**src/rtl/mdu_iter.sv**
```systemverilog
// Iterative RV32M/RV64M multiply/divide unit: pipelined-latency multiply, restoring radix-2 divide.
// Optional macro MDU_DIV_EARLY_OUT_EN: divide-by-zero and signed overflow complete in one cycle.
module mdu_iter #(
  parameter int XLEN        = 32,
  parameter int MUL_LATENCY = 4
) (
  input  logic            clk,
  input  logic            rst,
  input  logic            flush,
  input  logic            in_valid,
  output logic            in_ready,
  input  logic [2:0]      op,
  input  logic [XLEN-1:0] a,
  input  logic [XLEN-1:0] b,
  output logic            out_valid,
  input  logic            out_ready,
  output logic [XLEN-1:0] result,
  output logic            busy
);
  localparam int CW = $clog2(XLEN + MUL_LATENCY + 1);

  typedef enum logic [1:0] {S_IDLE, S_MUL, S_DIV, S_DONE} state_t;

  state_t          r_state;
  logic            r_in_ready, r_out_valid, r_busy;
  logic [XLEN-1:0] r_result;
  logic [2:0]      r_op;
  logic [XLEN-1:0] r_a, r_b, r_q, r_rem, r_d;
  logic            r_negq, r_negr, r_div0;
  logic [CW-1:0]   r_cnt;

  function automatic logic [XLEN-1:0] f_mul(input logic [2:0] fop,
                                           input logic [XLEN-1:0] x, input logic [XLEN-1:0] y);
    logic sx, sy;
    logic [2*XLEN-1:0] ex, ey, p;
    sx = (fop[1:0] == 2'd1) || (fop[1:0] == 2'd2);
    sy = (fop[1:0] == 2'd1);
    ex = {{XLEN{sx & x[XLEN-1]}}, x};
    ey = {{XLEN{sy & y[XLEN-1]}}, y};
    p  = ex * ey;
    return (fop[1:0] == 2'd0) ? p[XLEN-1:0] : p[2*XLEN-1:XLEN];
  endfunction

  // Divide-by-zero or MIN/-1 results; x is the original dividend.
  function automatic logic [XLEN-1:0] f_special(input logic [2:0] fop,
                                               input logic [XLEN-1:0] x, input logic div0);
    if (div0) return fop[1] ? x : '1;
    return fop[1] ? '0 : x;
  endfunction

  logic            w_sgn, w_an, w_bn, w_div0;
  logic [XLEN-1:0] w_amag, w_bmag;
  logic [XLEN:0]   w_sh, w_sub;
  logic            w_qbit;
  logic [XLEN-1:0] w_rem_n, w_q_n, w_qs, w_rs, w_dres;

  assign w_sgn  = !op[0];
  assign w_an   = w_sgn & a[XLEN-1];
  assign w_bn   = w_sgn & b[XLEN-1];
  assign w_div0 = (b == '0);
  assign w_amag = w_an ? -a : a;
  assign w_bmag = w_bn ? -b : b;

`ifdef MDU_DIV_EARLY_OUT_EN
  logic w_ovf;
  assign w_ovf = w_sgn && (a == {1'b1, {(XLEN-1){1'b0}}}) && (b == '1);
`endif

  // One restoring step: shift next dividend bit into the partial remainder, trial-subtract.
  assign w_sh    = {r_rem, r_q[XLEN-1]};
  assign w_sub   = w_sh - {1'b0, r_d};
  assign w_qbit  = !w_sub[XLEN];
  assign w_rem_n = w_qbit ? w_sub[XLEN-1:0] : w_sh[XLEN-1:0];
  assign w_q_n   = {r_q[XLEN-2:0], w_qbit};
  assign w_qs    = r_negq ? -w_q_n : w_q_n;
  assign w_rs    = r_negr ? -w_rem_n : w_rem_n;
  assign w_dres  = r_div0 ? f_special(r_op, r_a, 1'b1) : (r_op[1] ? w_rs : w_qs);

  always_ff @(posedge clk) begin
    if (rst) begin
      r_state     <= S_IDLE;
      r_in_ready  <= 1'b1;
      r_out_valid <= 1'b0;
      r_busy      <= 1'b0;
      r_result    <= '0;
      r_cnt       <= '0;
      r_op        <= '0;
      r_a         <= '0;
      r_b         <= '0;
      r_q         <= '0;
      r_rem       <= '0;
      r_d         <= '0;
      r_negq      <= 1'b0;
      r_negr      <= 1'b0;
      r_div0      <= 1'b0;
    end else if (flush) begin
      r_state     <= S_IDLE;
      r_in_ready  <= 1'b1;
      r_out_valid <= 1'b0;
      r_busy      <= 1'b0;
      r_result    <= '0;
      r_cnt       <= '0;
    end else begin
      case (r_state)
        S_IDLE: if (in_valid) begin
          r_op       <= op;
          r_a        <= a;
          r_b        <= b;
          r_in_ready <= 1'b0;
          r_busy     <= 1'b1;
          if (!op[2]) begin
            if (MUL_LATENCY == 1) begin
              r_state     <= S_DONE;
              r_out_valid <= 1'b1;
              r_result    <= f_mul(op, a, b);
            end else begin
              r_state <= S_MUL;
              r_cnt   <= CW'(1);
            end
          end else begin
            r_q    <= w_amag;
            r_rem  <= '0;
            r_d    <= w_bmag;
            r_negq <= w_an ^ w_bn;
            r_negr <= w_an;
            r_div0 <= w_div0;
            r_cnt  <= '0;
`ifdef MDU_DIV_EARLY_OUT_EN
            if (w_div0 || w_ovf) begin
              r_state     <= S_DONE;
              r_out_valid <= 1'b1;
              r_result    <= f_special(op, a, w_div0);
            end else begin
              r_state <= S_DIV;
            end
`else
            r_state <= S_DIV;
`endif
          end
        end
        S_MUL: begin
          if (r_cnt == CW'(MUL_LATENCY-1)) begin
            r_state     <= S_DONE;
            r_out_valid <= 1'b1;
            r_result    <= f_mul(r_op, r_a, r_b);
            r_cnt       <= '0;
          end else begin
            r_cnt <= r_cnt + CW'(1);
          end
        end
        // XLEN iterations; the last one also applies the sign fixup on its way to DONE.
        S_DIV: begin
          r_q   <= w_q_n;
          r_rem <= w_rem_n;
          if (r_cnt == CW'(XLEN-1)) begin
            r_state     <= S_DONE;
            r_out_valid <= 1'b1;
            r_result    <= w_dres;
            r_cnt       <= '0;
          end else begin
            r_cnt <= r_cnt + CW'(1);
          end
        end
        S_DONE: if (out_ready) begin
          r_state     <= S_IDLE;
          r_out_valid <= 1'b0;
          r_in_ready  <= 1'b1;
          r_busy      <= 1'b0;
          r_result    <= '0;
        end
        default: r_state <= S_IDLE;
      endcase
    end
  end

  assign in_ready  = r_in_ready;
  assign out_valid = r_out_valid;
  assign result    = r_result;
  assign busy      = r_busy;
endmodule
```
**config.mk**
```make
export PLATFORM = sky130hd
export DESIGN_NAME = mdu_iter
export DESIGN_NICKNAME = d
export VERILOG_FILES = /design/src/rtl/mdu_iter.sv
export SDC_FILE = /design/constraint.sdc
export NUM_CORES = 2
export LEC_CHECK = 0
export ABC_AREA = 1
export CORE_MARGIN = 2
export CORE_UTILIZATION = 35
export DETAILED_ROUTE_END_ITERATION = 10
export PLACE_DENSITY = 0.47
export SYNTH_ARGS = -nofsm -noshare
export SYNTH_HDL_FRONTEND = slang
export SYNTH_SLANG_ARGS = --single-unit
```
**constraint.sdc**
```tcl
create_clock -name clk -period 11.8 [get_ports clk]
set_input_delay 2.36 -clock clk [delete_from_list [all_inputs] [get_ports clk]]
set_output_delay 2.36 -clock clk [all_outputs]
set_load 0.01 [all_outputs]
```
==> results.py <==
metrics = {
    "critical_path": {
        "regToRegSetupSlack_ns": 0.97,
        "arrival_ns": 11.37,
        "crit_required_ns": 12.34,
        "reg2reg_from": "r_op[1]$_SDFFE_PP0P_",
        "endpoint": "result[14]$_SDFFE_PP0P_",
        "crit_type": "reg -> reg",
        "reg2reg_depth": 30,
        "cp-start-kind": "flip-flop",
        "worstPathMaxFanout": 18,
        "startpoint": "r_op[1]$_SDFFE_PP0P_",
        "crit_path_max_incr_delay_ns": 1.03,
        "regToRegEndpoint": "result[14]$_SDFFE_PP0P_",
        "crit_path_top_delay_cell": "nor4_1",
        "crit_path_end_kind": "flip-flop",
    },
    "die": {
        "start_util_pct": 35.2,
        "pin_count": 107,
        "die_w_um": 398,
        "core_area_sq_um": 154000,
        "placementRows": 144,
        "die_height_um": 398,
        "fp.dieArea_sq_um": 158000,
    },
    "clock_tree": {
        "clkTransAtPathRegs_ns": 0.07,
        "cts_buffer_depth": 3,
        "postCtsSetupBuffers": 0,
        "clock_latency_ns": 0.65,
        "cts-root-buf": "clkbuf_16",
        "cts_sinks": 208,
        "cts_tree": "yes",
        "cts_resized": 0,
        "hold_buffers": 0,
        "htreeDepth": 1,
        "cts_buffers": 30,
    },
    "final_layout": {
        "stdcell_count": 9271,
        "area_delta_synth_final_pct": 7.46,
        "layout_commonest_cell": "inv_1",
        "layout-drive-gt1-share_pct": 3.65,
        "final_cell_mix": "inv_1, nand2_1, fa_1",
        "nets": 8655,
    },
    "synth": {
        "synthArstFlopShare_pct": 0,
        "yosys_warnings": 0,
        "yosysTopAreaCell": "fa_1",
        "syn_area_per_cell_sq_um": 7.39,
        "ys_ff_latch": 208,
        "seq_area_frac_synth_pct": 7.68,
        "synth-main-ff-cell": "dfxtp_1",
        "synth_area_sq_um": 54200,
        "ys_types": 53,
        "synthesis.nets": 8793,
        "synth_top_area_share_pct": 41.6,
        "synth_edf_count": 0,
        "synthCells": 7340,
        "synth.area.top_cells": "fa_1, inv_1, nand2_1, dfxtp_1, ha_1",
    },
    "grt": {
        "overflow": 0,
        "grt_start_max_net_pins": 89,
        "grt_pass1_vias": 47700,
        "grt_usage_pct": 26.4,
        "grt_pass1_wl_mm": 313,
        "antenna_found_initial": 2,
    },
    "run": {
        "drv_cap": 0,
    },
    "sta": {
        "post-route-period-util_pct": 91.8,
        "fin_crit_ns": 10.83,
        "slew_headroom_pct": 18.8,
        "rsz0062_at_grt": "no",
        "worst_pin_slew_ns": 1.21,
        "setup_viol": 0,
        "hold_viol": 0,
        "finalSetupTns_ns": 0,
        "finalMaxSlewViolations": 0,
        "max_freq_ghz": 0.0923,
        "skew_ns": 0.0662,
    },
    "place": {
        "io_buffer_count": 106,
        "routabilityCongestion": 0.964,
        "dp_hpwl_mm": 167,
        "dp.cells": 9214,
    },
    "power": {
        "peakVddDrop_mv": 0.125,
        "p_leak_uw": 0.0297,
        "p_sw_share_pct": 53.3,
        "p_clk_share_pct": 20.3,
        "power.net_switching_uw": 2770,
        "p_int_uw": 2430,
        "seqPwrFrac_pct": 15.7,
        "power_uw": 5200,
        "powerDensity_nw_per_um2": 89.2,
        "pwr-share-comb_pct": 64.0,
    },
    "drt": {
        "dr_total_vias": 46500,
        "wl_per_cell_um": 22.3,
        "ant_nets": 0,
        "drt_iter0_drc": 3883,
        "routed_via_density": 5.01,
        "drt_wl_total_mm": 206,
        "drc_errors": 0,
        "drtPass1Iterations": 6,
    },
    "min_path": {
        "hold_path.class": "reg -> reg",
    },
    "status": {
        "status": "finished, final reports clean",
    },
}
## stage by stage
| step | setup slack, ns | hold WS, ns | instance area, sq um | utilization [%] |
|---|---|---|---|---|
| floorplan | 3.25 | 0.445 | 54200 | - |
| global placement | 0.974 | 0.462 | 57100 | 37.1 |
| detailed placement | 1.04 | 0.469 | 57100 | 37.1 |
| CTS | 1.00 | 0.480 | 58200 | 37.9 |
| global route | 0.450 | 0.503 | 58200 | 37.9 |
| finish | 0.971 | 0.481 | 58200 | 37.9 |
## cells by family (layout without fill, tap and decap cells)
kind of cell	Yosys count	count (layout)	share of synthesized area, %
and+or+nand+nor	2556	2556	19.0
other	0	1	0
muxes	1	1	0.0208
adders and majority gates	1381	1381	47.5
xor gates and xnor gates	93	93	1.50
buffers and inverters	2256	2142	15.8
AOI/OAI and AO/OA	845	845	8.56
DFF	208	208	7.68
## routing by layer
metal,up-vias,track usage [%],part of all wire (%)
met3,231,3.19,6.8
met4,2,7.13,3.2
li1,21200,-,-
met5,-,0,0.0063
met2,1584,40.6,43
met1,23400,39.1,47
## registers in the layout (all words and copies together), names as in the netlist, 2 cells and up
register  count
r_cnt         6
r_b          32
r_op          2
r_q          32
r_rem        32
r_state       2
r_d          32
result       32
r_a          32
## worst min-delay path by stage
stage / start / endpoint / slack, ns / cells after the start
floorplan: r_d[31]$_SDFFE_PP0P_ / r_d[31]$_SDFFE_PP0P_ / 0.45 / 2
global placement: out_valid$_SDFFE_PP0P_ / out_valid$_SDFFE_PP0P_ / 0.46 / 2
detailed placement: out_valid$_SDFFE_PP0P_ / out_valid$_SDFFE_PP0P_ / 0.47 / 2
CTS: out_valid$_SDFFE_PP0P_ / out_valid$_SDFFE_PP0P_ / 0.48 / 2
global route: r_q[27]$_SDFFE_PP0P_ / r_q[27]$_SDFFE_PP0P_ / 0.50 / 2
finish: out_valid$_SDFFE_PP0P_ / out_valid$_SDFFE_PP0P_ / 0.48 / 2
## Yosys cell counts, drive strengths merged (56+ instances only)
cell / instances
inv: 1876
nand2: 1872
fa: 1126
a21oi: 383
nor2: 377
clkbuf: 346
o21ai: 310
ha: 255
dfxtp: 208
nand3: 171
xor2: 56
## worst max-delay path, delay by kind of cell (launching register included)
family | cells | cell delay (ns)
adder cells (fa/ha/maj) | 10 | 4.98
buffers and inverters | 8 | 1.91
AO/OA/AOI/OAI | 4 | 0.65
flip-flops | 1 | 0.32
AND/OR/NAND/NOR | 8 | 2.85
## cell type report
cell class | instances | area [sq um]
timing repair buffer | 202 | 1780
inverter | 1884 | 7070
clock buffer | 41 | 892
fill | 16500 | 95600
sequential | 208 | 4180
multi-input combinational | 4876 | 41500
tap | 2044 | 2560
clock inverter | 15 | 231
antenna | 1 | 2.50
## power by group through the flow
| stage | clock, uW | sequential (uW) | combinational [uW] |
|---|---|---|---|
| 5_1_grt | 1100 | 817 | 3690 |
| 3_3_place_gp | 0 | 827 | 3290 |
| 6_report | 1060 | 814 | 3330 |
| 4_1_cts | 1070 | 812 | 3300 |
| 3_5_place_dp | 0 | 827 | 3280 |
| 2_1_floorplan | 0 | 777 | 2130 |
(Power assumes the default switching activity.)
